===== src/rtl/vmx_ctrl_stream_tx_if.sv =====
// Bundles the command-push, packet-control and AXI4-Stream signals of vmx_ctrl_stream_tx.
// master: the view from vmx_ctrl_stream_tx itself. slave: the view from the producer and the engine side.
// Clock and reset are not in the bundle; they stay plain ports on the block.
interface vmx_ctrl_stream_tx_if #(
    parameter int C_M_AXIS_TDATA_WIDTH = 32,
    parameter int C_FIFO_DEPTH_LOG2    = 4,
    parameter int C_PKT_LEN_WIDTH      = 8
);
    logic [C_M_AXIS_TDATA_WIDTH-1:0]   cmd_wdata;
    logic                              cmd_wvalid;
    logic                              cmd_wready;
    logic                              pkt_start;
    logic [C_PKT_LEN_WIDTH-1:0]        pkt_len;
    logic                              pkt_busy;
    logic                              pkt_done;
    logic                              pkt_err;
    logic [C_FIFO_DEPTH_LOG2:0]        fifo_level;
    logic [C_M_AXIS_TDATA_WIDTH-1:0]   m_axis_ctrl_tdata;
    logic [C_M_AXIS_TDATA_WIDTH/8-1:0] m_axis_ctrl_tstrb;
    logic                              m_axis_ctrl_tlast;
    logic                              m_axis_ctrl_tvalid;
    logic                              m_axis_ctrl_tready;

    modport master (
        input  cmd_wdata, cmd_wvalid, pkt_start, pkt_len, m_axis_ctrl_tready,
        output cmd_wready, pkt_busy, pkt_done, pkt_err, fifo_level,
               m_axis_ctrl_tdata, m_axis_ctrl_tstrb, m_axis_ctrl_tlast, m_axis_ctrl_tvalid
    );

    modport slave (
        output cmd_wdata, cmd_wvalid, pkt_start, pkt_len, m_axis_ctrl_tready,
        input  cmd_wready, pkt_busy, pkt_done, pkt_err, fifo_level,
               m_axis_ctrl_tdata, m_axis_ctrl_tstrb, m_axis_ctrl_tlast, m_axis_ctrl_tvalid
    );
endinterface


===== src/rtl/vmx_ctrl_stream_tx.sv =====
// Command FIFO plus AXI4-Stream master: streams N queued 32-bit control words as one tlast-framed packet.
// Latency: a word written into an empty FIFO during SEND shows up as tvalid two edges later. Sustained rate is 1 word/cycle.
// Backpressure: tready low holds the output register stable. A full FIFO drops cmd_wready.
// Ports: m_axis_ctrl_aclk/m_axis_ctrl_areset are the clock and the synchronous active-high reset.
//        bus (master) carries the command push (cmd_w*), packet control (pkt_*), fifo_level and the m_axis_ctrl_* stream.
// Option: define VMX_CTRL_TX_STORE_FWD_EN for store-and-forward. In that mode a start waits until the whole packet is queued.
module vmx_ctrl_stream_tx #(
    parameter int C_M_AXIS_TDATA_WIDTH = 32,
    parameter int C_FIFO_DEPTH_LOG2    = 4,
    parameter int C_PKT_LEN_WIDTH      = 8
) (
    input  logic                       m_axis_ctrl_aclk,
    input  logic                       m_axis_ctrl_areset,
    vmx_ctrl_stream_tx_if.master       bus
);
    localparam int DEPTH = 1 << C_FIFO_DEPTH_LOG2;
    localparam int AW    = C_FIFO_DEPTH_LOG2;
    localparam int LW    = C_FIFO_DEPTH_LOG2 + 1;

    typedef enum logic [0:0] {ST_IDLE, ST_SEND} state_t;

    state_t                            state_q, state_d;
    logic [C_M_AXIS_TDATA_WIDTH-1:0]   mem [DEPTH];
    logic [AW-1:0]                     wr_ptr, rd_ptr;
    logic [LW-1:0]                     count;
    logic [C_PKT_LEN_WIDTH-1:0]        rem_q;
    logic [C_M_AXIS_TDATA_WIDTH-1:0]   out_dat;
    logic                              out_vld, out_last;
    logic                              done_q, err_q;
    logic                              full, empty, push, pop, hs, final_hs;
    logic                              load_rem, err_set;
    logic [C_PKT_LEN_WIDTH-1:0]        load_len;
    logic [LW:0]                       level_sum;
    logic [LW-1:0]                     level;
`ifdef VMX_CTRL_TX_STORE_FWD_EN
    logic                              pend_q, pend_set, pend_clr, req;
    logic [C_PKT_LEN_WIDTH-1:0]        pend_len_q, req_len;
`endif

    assign full     = (count == LW'(DEPTH));
    assign empty    = (count == '0);
    assign push     = bus.cmd_wvalid && !full;
    assign hs       = out_vld && bus.m_axis_ctrl_tready;
    assign final_hs = hs && out_last;

    // The level includes the word in the output register. It is clamped to the depth because a full FIFO
    // plus a loaded output register would otherwise read depth+1.
    assign level_sum = {1'b0, count} + (LW+1)'(out_vld);
    assign level     = (level_sum > (LW+1)'(DEPTH)) ? LW'(DEPTH) : level_sum[LW-1:0];

    assign bus.cmd_wready         = !full;
    assign bus.fifo_level         = level;
    assign bus.pkt_busy           = (state_q == ST_SEND);
    assign bus.pkt_done           = done_q;
    assign bus.pkt_err            = err_q;
    assign bus.m_axis_ctrl_tdata  = out_dat;
    assign bus.m_axis_ctrl_tstrb  = '1;
    assign bus.m_axis_ctrl_tlast  = out_last;
    assign bus.m_axis_ctrl_tvalid = out_vld;

    always_comb begin
        state_d  = state_q;
        pop      = 1'b0;
        load_rem = 1'b0;
        load_len = bus.pkt_len;
        err_set  = 1'b0;
`ifdef VMX_CTRL_TX_STORE_FWD_EN
        pend_set = 1'b0;
        pend_clr = 1'b0;
        req      = 1'b0;
        req_len  = bus.pkt_len;
`endif
        case (state_q)
            ST_IDLE: begin
`ifdef VMX_CTRL_TX_STORE_FWD_EN
                // A latched request takes priority. New starts are ignored while one is pending.
                if (pend_q) begin
                    req     = 1'b1;
                    req_len = pend_len_q;
                end else if (bus.pkt_start) begin
                    if (bus.pkt_len == '0 || 32'(bus.pkt_len) > DEPTH) begin
                        err_set = 1'b1;
                    end else begin
                        req = 1'b1;
                    end
                end
                if (req) begin
                    if (32'(level) >= 32'(req_len)) begin
                        state_d  = ST_SEND;
                        load_rem = 1'b1;
                        load_len = req_len;
                        pend_clr = 1'b1;
                    end else if (!pend_q) begin
                        pend_set = 1'b1;
                    end
                end
`else
                if (bus.pkt_start) begin
                    if (bus.pkt_len == '0) begin
                        err_set = 1'b1;
                    end else begin
                        state_d  = ST_SEND;
                        load_rem = 1'b1;
                    end
                end
`endif
            end
            ST_SEND: begin
                // Refill the output register when it is free or draining this cycle and words are still owed.
                pop = (!out_vld || hs) && !empty && (rem_q != '0);
                // The final word was loaded earlier, so a refill never coincides with the tlast handshake.
                if (final_hs) state_d = ST_IDLE;
            end
            default: state_d = ST_IDLE;
        endcase
    end

    always_ff @(posedge m_axis_ctrl_aclk) begin
        if (push) mem[wr_ptr] <= bus.cmd_wdata;
    end

    always_ff @(posedge m_axis_ctrl_aclk) begin
        if (m_axis_ctrl_areset) begin
            state_q  <= ST_IDLE;
            wr_ptr   <= '0;
            rd_ptr   <= '0;
            count    <= '0;
            rem_q    <= '0;
            out_dat  <= '0;
            out_vld  <= 1'b0;
            out_last <= 1'b0;
            done_q   <= 1'b0;
            err_q    <= 1'b0;
`ifdef VMX_CTRL_TX_STORE_FWD_EN
            pend_q     <= 1'b0;
            pend_len_q <= '0;
`endif
        end else begin
            state_q <= state_d;
            done_q  <= final_hs;
            err_q   <= err_set;
            if (push) wr_ptr <= wr_ptr + 1'b1;
            if (pop)  rd_ptr <= rd_ptr + 1'b1;
            case ({push, pop})
                2'b10:   count <= count + 1'b1;
                2'b01:   count <= count - 1'b1;
                default: count <= count;
            endcase
            if (load_rem)  rem_q <= load_len;
            else if (pop)  rem_q <= rem_q - 1'b1;
            if (pop) begin
                out_dat  <= mem[rd_ptr];
                out_last <= (rem_q == C_PKT_LEN_WIDTH'(1));
                out_vld  <= 1'b1;
            end else if (hs) begin
                out_vld  <= 1'b0;
                out_last <= 1'b0;
            end
`ifdef VMX_CTRL_TX_STORE_FWD_EN
            if (pend_clr) begin
                pend_q <= 1'b0;
            end else if (pend_set) begin
                pend_q     <= 1'b1;
                pend_len_q <= bus.pkt_len;
            end
`endif
        end
    end
endmodule

===== src/flat_wrapper.sv =====
// flat-port wrapper written by rule: the top's interface ports become plain ports
module vmx_ctrl_stream_tx_flat 
#(
    parameter int C_M_AXIS_TDATA_WIDTH = 32,
    parameter int C_FIFO_DEPTH_LOG2    = 4,
    parameter int C_PKT_LEN_WIDTH      = 8
)
  (m_axis_ctrl_aclk, m_axis_ctrl_areset, bus_cmd_wdata, bus_cmd_wvalid, bus_pkt_start, bus_pkt_len, bus_m_axis_ctrl_tready, bus_cmd_wready, bus_pkt_busy, bus_pkt_done, bus_pkt_err, bus_fifo_level, bus_m_axis_ctrl_tdata, bus_m_axis_ctrl_tstrb, bus_m_axis_ctrl_tlast, bus_m_axis_ctrl_tvalid);
  vmx_ctrl_stream_tx_if #(.C_M_AXIS_TDATA_WIDTH(C_M_AXIS_TDATA_WIDTH), .C_FIFO_DEPTH_LOG2(C_FIFO_DEPTH_LOG2), .C_PKT_LEN_WIDTH(C_PKT_LEN_WIDTH)) bus_i ();
  input  logic m_axis_ctrl_aclk;
  input  logic m_axis_ctrl_areset;
  input wire logic [$bits(bus_i.cmd_wdata)-1:0] bus_cmd_wdata;
  input wire logic [$bits(bus_i.cmd_wvalid)-1:0] bus_cmd_wvalid;
  input wire logic [$bits(bus_i.pkt_start)-1:0] bus_pkt_start;
  input wire logic [$bits(bus_i.pkt_len)-1:0] bus_pkt_len;
  input wire logic [$bits(bus_i.m_axis_ctrl_tready)-1:0] bus_m_axis_ctrl_tready;
  output wire logic [$bits(bus_i.cmd_wready)-1:0] bus_cmd_wready;
  output wire logic [$bits(bus_i.pkt_busy)-1:0] bus_pkt_busy;
  output wire logic [$bits(bus_i.pkt_done)-1:0] bus_pkt_done;
  output wire logic [$bits(bus_i.pkt_err)-1:0] bus_pkt_err;
  output wire logic [$bits(bus_i.fifo_level)-1:0] bus_fifo_level;
  output wire logic [$bits(bus_i.m_axis_ctrl_tdata)-1:0] bus_m_axis_ctrl_tdata;
  output wire logic [$bits(bus_i.m_axis_ctrl_tstrb)-1:0] bus_m_axis_ctrl_tstrb;
  output wire logic [$bits(bus_i.m_axis_ctrl_tlast)-1:0] bus_m_axis_ctrl_tlast;
  output wire logic [$bits(bus_i.m_axis_ctrl_tvalid)-1:0] bus_m_axis_ctrl_tvalid;
  assign bus_i.cmd_wdata = bus_cmd_wdata;
  assign bus_i.cmd_wvalid = bus_cmd_wvalid;
  assign bus_i.pkt_start = bus_pkt_start;
  assign bus_i.pkt_len = bus_pkt_len;
  assign bus_i.m_axis_ctrl_tready = bus_m_axis_ctrl_tready;
  assign bus_cmd_wready = bus_i.cmd_wready;
  assign bus_pkt_busy = bus_i.pkt_busy;
  assign bus_pkt_done = bus_i.pkt_done;
  assign bus_pkt_err = bus_i.pkt_err;
  assign bus_fifo_level = bus_i.fifo_level;
  assign bus_m_axis_ctrl_tdata = bus_i.m_axis_ctrl_tdata;
  assign bus_m_axis_ctrl_tstrb = bus_i.m_axis_ctrl_tstrb;
  assign bus_m_axis_ctrl_tlast = bus_i.m_axis_ctrl_tlast;
  assign bus_m_axis_ctrl_tvalid = bus_i.m_axis_ctrl_tvalid;
  vmx_ctrl_stream_tx #(.C_M_AXIS_TDATA_WIDTH(C_M_AXIS_TDATA_WIDTH), .C_FIFO_DEPTH_LOG2(C_FIFO_DEPTH_LOG2), .C_PKT_LEN_WIDTH(C_PKT_LEN_WIDTH)) u_core (.m_axis_ctrl_aclk(m_axis_ctrl_aclk), .m_axis_ctrl_areset(m_axis_ctrl_areset), .bus(bus_i));
endmodule

===== config.mk =====
export PLATFORM = sky130hd
export DESIGN_NAME = vmx_ctrl_stream_tx_flat
export DESIGN_NICKNAME = d
export VERILOG_FILES = /design/src/rtl/vmx_ctrl_stream_tx_if.sv /design/src/rtl/vmx_ctrl_stream_tx.sv /design/src/flat_wrapper.sv
export SDC_FILE = /design/constraint.sdc
export NUM_CORES = 1
export LEC_CHECK = 0
export ABC_AREA = 1
export BUFFER_PORTS_ARGS = -buffer_cell sky130_fd_sc_hd__buf_4
export CAP_MARGIN = 20
export CORE_MARGIN = 1.5
export CORE_UTILIZATION = 46
export CTS_BUF_LIST = sky130_fd_sc_hd__clkbuf_2 sky130_fd_sc_hd__clkbuf_4 sky130_fd_sc_hd__clkbuf_8
export CTS_CLUSTER_DIAMETER = 60
export DETAILED_ROUTE_END_ITERATION = 10
export PLACE_DENSITY = 0.69
export SYNTH_ARGS = -nofsm -noshare
export SYNTH_HDL_FRONTEND = slang
export SYNTH_SLANG_ARGS = --single-unit

===== constraint.sdc =====
create_clock -name m_axis_ctrl_aclk -period 6.2 [get_ports m_axis_ctrl_aclk]
set_input_delay 0.62 -clock m_axis_ctrl_aclk [delete_from_list [all_inputs] [get_ports m_axis_ctrl_aclk]]
set_output_delay 0.62 -clock m_axis_ctrl_aclk [all_outputs]
set_load 0.01 [all_outputs]

==> results of run 1 <==
==> area by class of cell <==
class                      count  area, um2  share of cell area (%)
multi-input combinational   1357       6040                    21.8
timing repair buffer         116        871                    3.15
tap                          688        861                    3.11
clock inverter                28        159                   0.575
sequential                   570      16500                    59.9
inverter                     372       1400                    5.08
clock buffer                 144       1760                    6.36
antenna                        2       5.00                  0.0181
==> stage by stage <==
step | worst slack [ns] | instance area [um2] | instances | hold WS [ns]
after floorplan | 3.43 | 24500 | 2423 | 0.478
after global routing | 2.83 | 27600 | 3276 | 0.223
final | 3.05 | 27600 | 3277 | 0.233
after global placement | 3.07 | 25700 | 3103 | 0.490
after detailed placement | 3.03 | 25700 | 3103 | 0.495
after CTS | 3.06 | 27600 | 3275 | 0.180
==> cells by family after synthesis <==
logic type	after synthesis
AO/OA/AOI/OAI	97
XOR/XNOR	8
adder cells (fa/ha/maj)	14
buffers and inverters	496
flip-flops	570
other	1
AND/OR/NAND/NOR	1234
==> metal layers <==
layer	up-vias	wire length, um	global-route usage [%]	part of all wire (%)
li1	8054	-	-	-
met1	8007	24400	28.8	42
met2	678	28200	35.5	48
met3	117	4550	3.85	7.8
met4	0	1490	8.89	2.5
met5	-	0	0	0
==> tightest hold or removal path, stage by stage <==
cell and delay (ns):
buf_4 0.11, inv_1 0.07, nor4_1 0.05
==> power by group through the flow <==
stage          Clock (mW)  Sequential [mW]  Combinational [mW]
2_1_floorplan           0             4.45               0.945
3_3_place_gp            0             4.45                1.30
3_5_place_dp            0             4.45                1.33
4_1_cts              3.35             4.38                1.34
5_1_grt              3.51             4.38                1.50
6_report             3.29             4.38                1.34
==> cells in the final DEF (no fill, tap or decap), drive strengths merged <==
| master | netlist | routed |
|---|---|---|
| nand3 | 384 | 384 |
| xor2 | 6 | 6 |
| o21bai | 1 | 1 |
| a21oi | 47 | 47 |
| o211ai | 6 | 6 |
| nand2 | 738 | 738 |
| conb | 1 | 4 |
| edfxtp | 512 | 512 |
| fa | 1 | 1 |
| dfxtp | 58 | 58 |
| a21o | 1 | 1 |
| clkinvlp | 0 | 2 |
| o21ai | 42 | 42 |
| diode | 0 | 2 |
| buf | 107 | 116 |
| ha | 13 | 13 |
| nor2 | 107 | 107 |
| bufinv | 0 | 1 |
| nor4 | 1 | 1 |
| inv | 372 | 374 |
| nand4 | 1 | 1 |
| nor3 | 1 | 1 |
| clkbuf | 17 | 144 |
| xnor2 | 2 | 2 |
| clkinv | 0 | 23 |
| and2 | 2 | 2 |
==> state kept, by name, indices dropped and copies added, names as in the netlist <==
name / flops
u_core.mem: 512
u_core.bus.pkt_busy: 1
u_core.wr_ptr: 4
u_core.bus.m_axis_ctrl_tdata: 32
u_core.bus.pkt_done: 1
u_core.rem_q: 8
u_core.bus.m_axis_ctrl_tlast: 1
u_core.bus.pkt_err: 1
u_core.bus.m_axis_ctrl_tvalid: 1
u_core.rd_ptr: 4
u_core.count: 5
==> path summary, 6_finish.rpt <==
path / slack [ns] / to / from
setup / recovery: 3.05 / u_core.count[4] / u_core.rem_q[0]
hold / removal: 0.23 / u_core.bus.pkt_err / bus_pkt_start
hold reg to reg: 0.50 / u_core.bus.m_axis_ctrl_tlast / u_core.bus.m_axis_ctrl_tlast
setup reg to reg: 3.05 / u_core.count[4] / u_core.rem_q[0]
==> reports/metrics.cfg, run 1 <==
[cts]
clock_latency_ns=0.67
cts_buffers=92
numClockSinks=570
cts_tree=built
htreeDepth=3
path_clk_slew_ns=0.06
ctsResizeCount=0
clock_path_buffers=3
postCtsSetupRepairBufs=0
clock-root-buffer=clkbuf_8
hold_buffers=0

[routing]
vias=16900
wirelength_um=58600
first_iter_violations=1628
first_pass_iters=6
ant_nets=0
post_drt_wl_per_cell_um=17.9
drc=0
viasPerCell=5.14

[die]
rows=84
core_um2=52600
dieArea_um2=54600
start_util_pct=46.6
ios=92
die_y_um=234
die_w_um=234

[hold_path]
hold_depth=3
hold_path_class=input port to flop

[yosys]
post-synth-top-count-cell=nand2_1
synth_area_leaders=edfxtp_1 63%, nand2_1 11%, nand3_1 7.8%, inv_1 5.7%, dfxtp_1 4.7%
synth_top_family_by_area=simple AND/OR/NAND/NOR gates
synthSimpleGateAreaFrac_pct=21.0
yosysUniqueCellTypes=30
synth_xor_area_share_pct=0.286
synth_common_cells=737 x nand2_1, 512 x edfxtp_1, 382 x nand3_1
avgSynthCellArea_um2=10.1
yosysWarnings=0
synth_area_leader_cell=edfxtp_1
yosysSeqAreaShare_pct=67.5
synthAdderAreaFrac_pct=0.746
syn_inst=2420
synthMuxAreaShare_pct=0
synth_seq_cells=570
async_flop_share_pct=0
synth_edf_count=512
syn_area_um2=24500
yosys.area.top_type_share_pct=62.8
synth-compound-area-share_pct=2.06
ys.flop_type=edfxtp_1

[power]
power_mw=9.00
p_leak_nw=11.6
irDropWorstVdd_mv=0.150
power_frac_seq_pct=48.6
clkPwrFrac_pct=36.5
powerDensity_nw_per_um2=326
combPwrFrac_pct=14.9
p_switching_mw=2.43
p_sw_share_pct=27.0
intPower_mw=6.57

[timing]
slew_headroom_pct=28.1
worst_slew_pin_slew_ns=1.08
final-hold-violation-count=0
rsz0062_at_grt=false
final-setup-viol-count=0
fin_crit_sh_pct=50.7
finalMaxSlewViolations=0
tns_ns=0
fmax_ghz=0.318
finalCriticalPeriod_ns=3.15
clock-skew-final_ns=0.0179

[cells_and_area]
final_net_count=2568
fillers=4482
drive_gt1_share_pct=11.7
area_growth_pct=12.8
final_util_pct=52.6

[setup_path]
cpMaxStageDelayCell=buf_4
worst_ep_required_time_ns=6.79
startpoint_type=flop
worstSetupPathDepth=17
cp_max_fo=39
cp.buffers_inverters=4
crit_family=adder cells
crit_arrival_ns=3.74
worstPathCellList=inv_1 -> ha_1 -> nand2_1 -> o21ai_1 -> nor2_4 -> buf_4 -> ha_1 -> inv_1 -> fa_1 -> inv_1 -> nand2_1 -> nand2_1 -> nand2_1 -> a21o_1 -> nand2_1 -> nand2_1 -> a21oi_1
rr_worst_depth=17
crit_type=flop to flop
slowest_delay_ns=0.56
cpMostUsedCell=nand2_1
end_kind=flop

[placed_design]
dp_hpwl_um=28100
place_congestion=0.782
port_buffers=87

[global_route]
first_global_vias=16000
grt_usage_pct=21.8
antenna_found_initial=1
grt_pass1_wl_um=89900
grt_max_degree=101
grt_overflow_total=0

[flow_run]
cap_violations=0

[run_status]
status=completed

No activity file was read; power rests on OpenSTA's default activity.
==> inputs of run 2 (changes only) <==
- clock period: 6.2 -> 3 ns (I/O delays scaled with it)
==> run 2 against run 1 <==
Clock skew rose by 0.012 ns. Via count is 1.7% higher. First-iteration DRC count grew 9.8%. Critical path depth decreased by 10. Total power is 110% higher. Flip-flop and latch count stayed put. Sequential share of layout area down 1.3 points. Largest cell class unchanged.
==> reports/metrics.cfg, run 2 (same netlist as run 1, synthesis figures left out) <==
[cts]
clock-root-buffer=clkbuf_8
htreeDepth=3
ctsResizeCount=0
clock_path_buffers=3
path_clk_slew_ns=0.07
cts_buffers=90
numClockSinks=570
clock_latency_ns=0.68
cts_tree=built

[power]
combPwrFrac_pct=16.1
clkPwrFrac_pct=35.9
p_sw_share_pct=27.6
powerDensity_nw_per_um2=665
p_leak_nw=11.9
power_frac_seq_pct=48.0
intPower_mw=13.6
irDropWorstVdd_mv=0.334
p_switching_mw=5.19
power_mw=18.8

[timing]
worst_slew_pin_slew_ns=1.01
slew_headroom_pct=32.8
fin_crit_sh_pct=88.4
clock-skew-final_ns=0.0295
final-hold-violation-count=0
final-setup-viol-count=0
finalMaxSlewViolations=0
rsz0062_at_grt=false
fmax_ghz=0.377
tns_ns=0
finalCriticalPeriod_ns=2.65

[flow_run]
cap_violations=0

[cells_and_area]
largest_reg_flops=512
final_common_cell=nand2_1
fillers=4515
antenna_cells=0
area_growth_pct=15.3
final_net_count=2619
drive_gt1_share_pct=11.7
top_register=u_core.mem
fin_area_um2=28200
final_util_pct=53.7
layout_common_cells=737 x nand2_1, 512 x edfxtp_1, 382 x nand3_1, 368 x inv_1, 114 x buf_4

[global_route]
grt_max_degree=185
grt_overflow_total=0
grt_usage_pct=22.4
grt_pass1_wl_um=92600
first_global_vias=16400
antenna_found_initial=0

[run_status]
status=completed

[routing]
ant_nets=0
drc=0
first_pass_iters=5
viasPerCell=5.16
vias=17100
post_drt_wl_per_cell_um=18.2
first_iter_violations=1788
wirelength_um=60400

[die]
rows=84
die_w_um=234
dieArea_um2=54600
core_um2=52600
ios=92
start_util_pct=46.6
die_y_um=234

[hold_path]
hp-start=bus_pkt_len[4]
hold_path_class=input port to flop

[setup_path]
crit_type=flop to primary output
rr_worst_depth=16
end_kind=primary output
r2r_slack_ns=0.46
cpMostUsedCell=ha_1
slowest_delay_ns=0.42
endpoint=bus_fifo_level[2]
worst_ep_required_time_ns=2.70
r2r_end=u_core.count[4]
reg2reg_from=u_core.rem_q[0]
crit_arrival_ns=2.35
crit_start=u_core.bus.m_axis_ctrl_tvalid
worstPathCellList=ha_1 -> ha_1 -> nand3_1 -> xor2_1 -> o21ai_0 -> nor2_1 -> buf_4
cp_max_fo=6
cpMaxStageDelayCell=dfxtp_1
startpoint_type=flop

[placed_design]
dpl_cell_area_um2=25900
dp_hpwl_um=34100
port_buffers=87
place_congestion=0.868

## run 2: cell count changes in the layout (fill, tap and decap cells not counted), sizes merged
cell | previous run | this run
dlygate4sd3 | 0 | 43
buf | 116 | 126
clkbuf | 144 | 138
diode | 2 | 0
bufinv | 1 | 2
inv | 374 | 375
## run 2: how the worst min path moves through the flow
stage / endpoint / slack (ns) / cells after the start
6_report: u_core.rem_q[4] / 0.06 / 5
5_1_grt: u_core.rem_q[4] / 0.07 / 5
4_1_cts: u_core.rem_q[4] / 0.02 / 5
3_5_place_dp: u_core.bus.m_axis_ctrl_tlast / 0.50 / 2
3_3_place_gp: u_core.bus.m_axis_ctrl_tlast / 0.49 / 2
2_1_floorplan: u_core.mem[0][0] / 0.40 / 0
## run 2: stage by stage
stage	cells	hold WS, ns	worst slack (ns)
finish	3324	0.0599	0.349
CTS	3324	0.0153	0.289
floorplan	2423	0.399	0.231
detailed placement	3113	0.500	0.488
global route	3324	0.0720	0.170
global placement	3113	0.492	0.529
## run 2: final cells by class
type                       count  area [um2]  share of cell area, %
clock buffer                 138        1670                   5.91
clock inverter                30         199                  0.704
inverter                     372        1400                   4.97
multi-input combinational   1357        6040                   21.4
sequential                   570       16500                   58.6
tap                          688         861                   3.05
timing repair buffer         169        1530                   5.40
## run 2: power groups by stage
stage	clock network (mW)	logic (mW)	registers, mW
detailed placement	0	2.95	9.18
global placement	0	2.92	9.17
finish	6.75	3.01	9.01
CTS	6.86	3.02	9.02
floorplan	0	1.95	9.19
global route	7.20	3.35	9.04
## run 2: worst max-delay path: cells and delay by family (launching register included)
| kind | cells | cell delay (ns) |
|---|---|---|
| XOR/XNOR | 1 | 0.19 |
| buffers and inverters | 1 | 0.15 |
| AO/OA/AOI/OAI | 1 | 0.32 |
| adder cells (fa/ha/maj) | 2 | 0.41 |
| flip-flops | 1 | 0.42 |
| AND/OR/NAND/NOR | 2 | 0.20 |
## run 2: timing repair
item,4_1_cts,5_1_grt
hold endpoints to repair,526,0
setup buffers,0,0
hold buffers,43,0
## run 2: routing by layer
layer | part of all wire [%] | vias up | track usage [%]
met5 | 0 | - | 0
met4 | 3.3 | 0 | 10.0
met3 | 7.4 | 115 | 3.57
met2 | 48 | 703 | 35.9
met1 | 42 | 8168 | 30.2
li1 | - | 8151 | -
